--- src/rtl/refclk_gte3_monitor.sv ---
// refclk_gte3_monitor
//   Companion for the GT differential refclk input buffer. It drives the active-low
//   CEB enable and waits a fixed settle time after powering the buffer up. It then
//   counts ODIV2 rising edges, which arrive asynchronously to the CLK domain, over
//   back-to-back windows. Each window count is flagged if it is out of range, and
//   LOCKED asserts after enough consecutive good windows.
//   Optional build macro: REFCLK_MON_STICKY_ERR_EN makes FREQ_ERR sticky. Once set,
//   it is cleared only by reset or by ENABLE=0.
module refclk_gte3_monitor #(
  parameter int CEB_HOLD_CYCLES = 64,
  parameter int WINDOW_CYCLES   = 1024,
  parameter int EXP_MIN         = 200,
  parameter int EXP_MAX         = 312,
  parameter int LOCK_WINDOWS    = 4,
  parameter int CNT_W           = 16
) (
  input  logic             i_clk,
  input  logic             i_rst,
  input  logic             i_enable,
  input  logic             i_odiv2,
  output logic             o_ceb,
  output logic             o_locked,
  output logic             o_freq_err,
  output logic             o_count_valid,
  output logic [CNT_W-1:0] o_edge_count
);

  localparam int SET_W  = $clog2(CEB_HOLD_CYCLES + 1);
  localparam int WIN_W  = $clog2(WINDOW_CYCLES);
  localparam int GOOD_W = $clog2(LOCK_WINDOWS + 1);

  localparam logic [SET_W-1:0]  SET_LAST = SET_W'(CEB_HOLD_CYCLES - 1);
  localparam logic [WIN_W-1:0]  WIN_LAST = WIN_W'(WINDOW_CYCLES - 1);
  localparam logic [GOOD_W-1:0] GOOD_MAX = GOOD_W'(LOCK_WINDOWS);
  localparam logic [31:0]       LIM_MIN  = EXP_MIN;
  localparam logic [31:0]       LIM_MAX  = EXP_MAX;

  typedef enum logic [1:0] {S_IDLE, S_SETTLE, S_MEASURE} state_t;

  state_t             r_state, w_state_nxt;
  logic               r_odiv2_p0, r_odiv2_p1, r_odiv2_hist_p2;
  logic [SET_W-1:0]   r_set_cnt;
  logic [WIN_W-1:0]   r_win_cnt;
  logic [CNT_W-1:0]   r_edge_cnt;
  logic [GOOD_W-1:0]  r_good_cnt;
  logic               w_rise, w_settle_done, w_terminal, w_in_range;
  logic [CNT_W-1:0]   w_final;
  logic [GOOD_W-1:0]  w_good_nxt;

  // Edge count increment that sticks at all-ones instead of wrapping
  function automatic logic [CNT_W-1:0] sat_inc(input logic [CNT_W-1:0] v, input logic inc);
    if (inc && (v != '1)) return v + CNT_W'(1);
    return v;
  endfunction

  assign w_rise        = r_odiv2_p1 & ~r_odiv2_hist_p2;
  assign w_settle_done = (r_state == S_SETTLE) && (r_set_cnt == SET_LAST);
  assign w_terminal    = (r_state == S_MEASURE) && (r_win_cnt == WIN_LAST) && i_enable;
  assign w_final       = sat_inc(r_edge_cnt, w_rise);
  assign w_in_range    = (32'(w_final) >= LIM_MIN) && (32'(w_final) <= LIM_MAX);
  assign w_good_nxt    = (r_good_cnt == GOOD_MAX) ? r_good_cnt : r_good_cnt + GOOD_W'(1);

  // ODIV2 two-flop synchroniser plus history flop for rising-edge detection
  always_ff @(posedge i_clk or posedge i_rst) begin
    if (i_rst) begin
      r_odiv2_p0      <= 1'b0;
      r_odiv2_p1      <= 1'b0;
      r_odiv2_hist_p2 <= 1'b0;
    end else begin
      r_odiv2_p0      <= i_odiv2;
      r_odiv2_p1      <= r_odiv2_p0;
      r_odiv2_hist_p2 <= r_odiv2_p1;
    end
  end

  // State register
  always_ff @(posedge i_clk or posedge i_rst) begin
    if (i_rst) r_state <= S_IDLE;
    else       r_state <= w_state_nxt;
  end

  // Next-state logic: dropping ENABLE always returns to IDLE
  always_comb begin
    w_state_nxt = r_state;
    if (!i_enable) begin
      w_state_nxt = S_IDLE;
    end else begin
      case (r_state)
        S_IDLE:    w_state_nxt = S_SETTLE;
        S_SETTLE:  if (w_settle_done) w_state_nxt = S_MEASURE;
        S_MEASURE: w_state_nxt = S_MEASURE;
        default:   w_state_nxt = S_IDLE;
      endcase
    end
  end

  // Settle, window and edge counters. The terminal rise goes into w_final, and the counter restarts at zero
  always_ff @(posedge i_clk or posedge i_rst) begin
    if (i_rst) begin
      r_set_cnt  <= '0;
      r_win_cnt  <= '0;
      r_edge_cnt <= '0;
    end else if (!i_enable || (r_state == S_IDLE)) begin
      r_set_cnt  <= '0;
      r_win_cnt  <= '0;
      r_edge_cnt <= '0;
    end else if (r_state == S_SETTLE) begin
      r_set_cnt  <= w_settle_done ? '0 : r_set_cnt + SET_W'(1);
      r_win_cnt  <= '0;
      r_edge_cnt <= '0;
    end else begin
      r_set_cnt  <= '0;
      r_win_cnt  <= w_terminal ? '0 : r_win_cnt + WIN_W'(1);
      r_edge_cnt <= w_terminal ? '0 : w_final;
    end
  end

  // Buffer enable, window result and lock tracking
  always_ff @(posedge i_clk or posedge i_rst) begin
    if (i_rst) begin
      o_ceb         <= 1'b1;
      o_locked      <= 1'b0;
      o_freq_err    <= 1'b0;
      o_count_valid <= 1'b0;
      o_edge_count  <= '0;
      r_good_cnt    <= '0;
    end else begin
      o_count_valid <= w_terminal;
      if (!i_enable) begin
        o_ceb      <= 1'b1;
        o_locked   <= 1'b0;
        r_good_cnt <= '0;
`ifdef REFCLK_MON_STICKY_ERR_EN
        o_freq_err <= 1'b0;
`endif
      end else begin
        o_ceb <= 1'b0;
        if (w_terminal) begin
          o_edge_count <= w_final;
`ifdef REFCLK_MON_STICKY_ERR_EN
          o_freq_err   <= o_freq_err | ~w_in_range;
`else
          o_freq_err   <= ~w_in_range;
`endif
          if (w_in_range) begin
            r_good_cnt <= w_good_nxt;
            o_locked   <= (w_good_nxt == GOOD_MAX);
          end else begin
            r_good_cnt <= '0;
            o_locked   <= 1'b0;
          end
        end
      end
    end
  end

endmodule

--- config.mk ---
export PLATFORM = sky130hd
export DESIGN_NAME = refclk_gte3_monitor
export DESIGN_NICKNAME = d
export VERILOG_FILES = /design/src/rtl/refclk_gte3_monitor.sv
export SDC_FILE = /design/constraint.sdc
export NUM_CORES = 1
export LEC_CHECK = 0
export ABC_CLOCK_PERIOD_IN_PS = 3700
export BUFFER_PORTS_ARGS = -buffer_cell sky130_fd_sc_hd__buf_2
export CORE_MARGIN = 4
export CORE_UTILIZATION = 25
export CTS_CLUSTER_DIAMETER = 50
export CTS_CLUSTER_SIZE = 30
export DETAILED_ROUTE_END_ITERATION = 8
export SYNTH_ARGS = -nofsm -noshare
export SYNTH_HDL_FRONTEND = slang
export SYNTH_SLANG_ARGS = --single-unit
export TNS_END_PERCENT = 1
--- constraint.sdc ---
create_clock -name i_clk -period 3.7 [get_ports i_clk]
set_clock_uncertainty 0.15 [all_clocks]
set_input_delay 0.555 -clock i_clk [delete_from_list [all_inputs] [get_ports i_clk]]
set_output_delay 0.555 -clock i_clk [all_outputs]
set_load 0.005 [all_outputs]
# Yosys cells after proc, flatten, opt, wreduce, memory -nomap -nowiden
# Cells that the tools add are included.
dict set report op_classes {
  n_lt_le_gt_ge 2
  n_bitwise 3
  n_mux 23
  n_div 0
  mul 0
  add_sub_neg 4
  shifts 0
  n_eq_ne 9
  reduce_logical 9
}
# cell n
set ops {}
lappend ops {{$mux 16} 5}
lappend ops {{$mux 10} 3}
lappend ops {{$mux 7} 3}
lappend ops {{$add 16x1->16 const B} 1}
lappend ops {{$ge 16x8->1 const B} 1}
lappend ops {{$le 16x9->1 const B} 1}
lappend ops {{$ne 16x16->1 const B} 1}
lappend ops {{$mux 3} 4}
lappend ops {{$add 10x1->10 const B} 1}
lappend ops {{$eq 10x10->1 const B} 1}
lappend ops {{$add 7x1->7 const B} 1}
lappend ops {{$eq 7x6->1 const B} 1}
lappend ops {{$eq 3x3->1 const B} 2}
lappend ops {{$pmux 2 s3} 1}
lappend ops {{$logic_and 1x1->1} 5}
lappend ops {{$mux 1} 5}
lappend ops {{$mux 2} 2}
lappend ops {{$add 3x1->3 const B} 1}
lappend ops {{$ne 3x3->1 const B} 1}
lappend ops {{$eq 2x1->1 const B} 1}
lappend ops {{$eq 2x2->1 const B} 1}
lappend ops {{$logic_not 2->1} 1}
lappend ops {{$ne 2x1->1 const B} 1}
lappend ops {{$not 1->1} 2}
lappend ops {{4 further kinds} 4}
dict set report word_totals {
  word_cells 63
  memories 0
  out_inout_bits 20
  mem_bits_rw 0
  ff_bits 61
  latch_bits 0
  romBits 0
}

# Logic depth before layout (Yosys ltp)
dict set report logic_depth {
  ltp_word 10
  mapped_depth 10
}

# Worst setup path after synthesis
# No wires, ideal clock.
dict set report synth_path {
  path_type {register to register}
  start {reg r_edge_cnt[0]}
  end {reg o_locked}
  t_arrival_ns 2.193
  stages_incl_launch_ff 9
  required_ns 3.429
  path_slack_ns 1.236
  period_less_slack_ns 2.464
  path_buffers 0
  setup_ns 0.121
  path_cell_list {dfrtp_1 ha_1 nand3_2 nor2_4 a211oi_1 or2_1 or4b_4 and3_4 a22o_1}
}
dict set report synth_via {
  elab_chain_cells 9
}
# item line
set synth_lines {}
lappend synth_lines {{start, declared} 44} ;# logic [CNT_W-1:0] r_edge_cnt;
lappend synth_lines {{start signal, assigned} 114} ;# r_edge_cnt <= w_terminal ? '0 : w_final;
lappend synth_lines {{parallel branches: the longest is 3 deep, another holds $add 16x1->16} --}
lappend synth_lines {{$mux 16 *} 53} ;# return v;
lappend synth_lines {{$ge 16x8->1 / $le 16x9->1 (equally long branches)} 60} ;# assign w_in_range = (32'(w_final) >= LIM_MIN) && (32'(w_final) <= LIM_MAX);
lappend synth_lines {{$logic_and 1x1->1 *} 60}
lappend synth_lines {{$mux 1 *} 145} ;# if (w_in_range) begin
lappend synth_lines {{$mux 1 *} 138} ;# if (w_terminal) begin
lappend synth_lines {{$mux 1 *} 129} ;# if (!i_enable) begin
lappend synth_lines {{end signal, assigned} 147} ;# o_locked <= (w_good_nxt == GOOD_MAX);
lappend synth_lines {{end, declared} 22} ;# output logic o_locked,
# Mark *: on every way between the ends. The select of a mux whose other input is x is not followed.
# A chain may end at the register's enable or synchronous reset.

# Final worst setup path
# Ends and elaborated chain as after synthesis.

==> flow_summary.yaml <==
sta:
  rsz0062_at_grt: "false"
  finalMaxSlewViolations: 0
  period_needed_ns: 2.74
  worst_pin_slew_ns: 1.02
  hold_viol_final: 0
  fmax_mhz: 364
  hold_slack_ns: 0.197
  post-route-period-util: 0.742
  fin_tns_setup_ns: 0
  slew_headroom: 0.318
  setup_viol: 0
cells_and_area:
  syn2layout_area_growth_pct: 20.4
  layout-drive-gt1-share: 0.165
  nets: 347
  num_antenna_cells: 0
worst_setup_path:
  max_stage_delay_ns: 0.54
  critPathKind: "flip-flop to flip-flop"
  crit_buf_inv: 0
  critical_path.startpoint_type: "flip-flop"
  crit_end: "o_locked"
  r2r-end: "o_locked"
  critical_path.max_fanout: 7
  r2r-start: "r_edge_cnt[0]"
  end_kind: "flip-flop"
  r2r_cells: 8
  r2r_setup_slack_ns: 0.96
  critPathLaunch: "r_edge_cnt[0]"
  crit_path_top_delay_cell: "or4b_4"
  cp.depth: 8
  critPathArrivalTime_ns: 2.80
  crit_family: "simple AND/OR/NAND/NOR gates"
  required_ns: 3.76
  path_cells: "ha_1 -> nand3_2 -> nor2_4 -> a21oi_1 -> nor4_1 -> or4b_4 -> and3_4 -> a22o_1"
global_route:
  grt_max_degree: 49
  antenna_found_initial: 0
  grt_use_total: 0.100
  grt-ovfl-total: 0
  grt_pass1_vias: 2363
  grt_pass1_wl_um: 11600
die:
  dieArea_um2: 14100
  die_h_um: 119
  rows: 40
  pin_count: 24
  core_um2: 12000
  initial_core_util: 0.255
  die_x_um: 119
routing:
  routed-via-count: 2220
  wl_per_cell_um: 13.3
  via_per_inst: 4.56
  drt_first_pass_iters: 4
  initialDrtViolationCount: 90
  drc: 0
  wl_um: 6460
  ant_nets: 0
cts:
  cts_tree: "built"
  h-tree-depth: 3
  postCtsSetupBuffers: 0
  clk-insertion-delay-late_ns: 0.32
  cts_resized: 0
  cts_buffers: 9
  cts-root-buf: "clkbuf_16"
  cts_hold_buf: 0
  cts.sinks: 61
  path_clk_slew_ns: 0.05
  clockBufferDepth: 2
yosys:
  synth_edf_count: 0
  synth_top_flop_cell: "dfrtp_1"
  netlist_instances: 307
  synth.top_cell.area_share: 0.491
  async_flop_share: 1.00
  syn_nets: 319
  yosysWarnings: 0
  synth.most_common_cell: "dfrtp_1"
  synth_area_leaders: "dfrtp_1 49%, nor2_1 4.7%, nand2_1 3.8%, xor2_1 3.4%, ha_1 3.3%"
  seq_area_frac_synth: 0.500
  yosys.area.top_type: "dfrtp_1"
  avgSynthCellArea_um2: 9.96
  synthDistinctLibCells: 52
  synth-seq-cells: 61
  ys_top_cells_by_count: "60 x dfrtp_1, 38 x nor2_1, 31 x nand2_1, 19 x o21ai_0, 15 x nand3_1"
  synth_area_um2: 3060
placed_design:
  dp_hpwl_um: 4620
  io_buffers: 23
  place.gp.congestion: 0.850
power:
  vdd_ir_drop_max_uv: 204
  leakagePower_nw: 1.66
  power_density_nw_per_um2: 491
run:
  drv_cap: 0
outcome:
  status: "finished, final reports clean"
hold_path:
  hold_class: "input port to flip-flop"
-- metrics by stage --
step | setup WS [ns] | util | power [mW] | instance area (um^2) | cells
2_1_floorplan | 1.24 | - | 0.832 | 3060 | 307
3_3_place_gp | 1.09 | 0.278 | 0.869 | 3340 | 471
3_5_place_dp | 1.01 | 0.278 | 0.877 | 3340 | 471
4_1_cts | 0.992 | 0.306 | 1.84 | 3680 | 487
5_1_grt | 0.842 | 0.306 | 1.89 | 3680 | 487
6_report | 0.956 | 0.306 | 1.81 | 3680 | 487
-- logic make-up (layout without fill, tap and decap cells) --
family,count (synthesis),in the layout,synth area share
and+or+nand+nor,143,143,0.261
DFF,61,61,0.500
muxes,5,5,0.0168
buffers and inverters,19,52,0.0254
adders and majority gates,8,8,0.0327
AOI/OAI and AO/OA,50,50,0.104
xor gates and xnor gates,21,21,0.0601
-- layout make-up --
class | instances | area [um^2]
inverter | 11 | 41.3
timing repair buffer | 25 | 130
clock inverter | 3 | 65.1
tap | 147 | 184
multi-input combinational | 227 | 1450
sequential | 61 | 1530
fill | 1261 | 8330
clock buffer | 13 | 280
-- flip-flops by register name, indices dropped and copies added, names as in the netlist --
name             cells
o_count_valid        1
r_odiv2_p0           1
r_state              2
o_locked             1
r_odiv2_hist_p2      1
r_win_cnt           10
r_good_cnt           3
o_freq_err           1
o_edge_count        16
r_set_cnt            7
r_edge_cnt          16
r_odiv2_p1           1
o_ceb                1
-- where the power goes --
group          switching [mW]  internal, mW  leakage [nW]
clock network           0.285         0.661         0.172
logic                   0.107        0.0458         0.653
registers              0.0187         0.690         0.834
-- worst min-delay path by stage --
stage                from          to  slack [ns]  depth (start not counted)
2_1_floorplan  r_odiv2_p0  r_odiv2_p1        0.18                          0
3_3_place_gp   r_odiv2_p0  r_odiv2_p1        0.20                          0
3_5_place_dp   r_odiv2_p0  r_odiv2_p1        0.21                          0
4_1_cts           i_odiv2  r_odiv2_p0        0.19                          1
5_1_grt           i_odiv2  r_odiv2_p0        0.19                          1
6_report          i_odiv2  r_odiv2_p0        0.20                          1
-- worst reg2reg max path, cell delays in order, from the launching register on --
cell and delay [ns]:
dfrtp_1 0.43, ha_1 0.27, nand3_2 0.19, nor2_4 0.21, a21oi_1 0.17, nor4_1 0.31, or4b_4 0.54, and3_4 0.20
a22o_1 0.17
-- metal layers --
layer / GRT usage / wire length (um) / share of wire
met5: 0 / 0 / 0
met4: 0.0297 / 31 / 0.0048
met3: 0.0311 / 228 / 0.035
met2: 0.160 / 3100 / 0.48
met1: 0.131 / 3100 / 0.48
-- placed cells by master, fill, tap and decap left out, types with 5 or more instances in the layout --
master	count
dfrtp_1	60
nor2_1	38
nand2_1	31
buf_2	23
o21ai_0	19
nand3_1	15
a21oi_1	14
xor2_1	12
and3_1	11
inv_1	10
xnor2_1	9
clkbuf_16	9
ha_1	8
nor3_1	6
and2_1	5
Power figures use the tool's default switching activity.
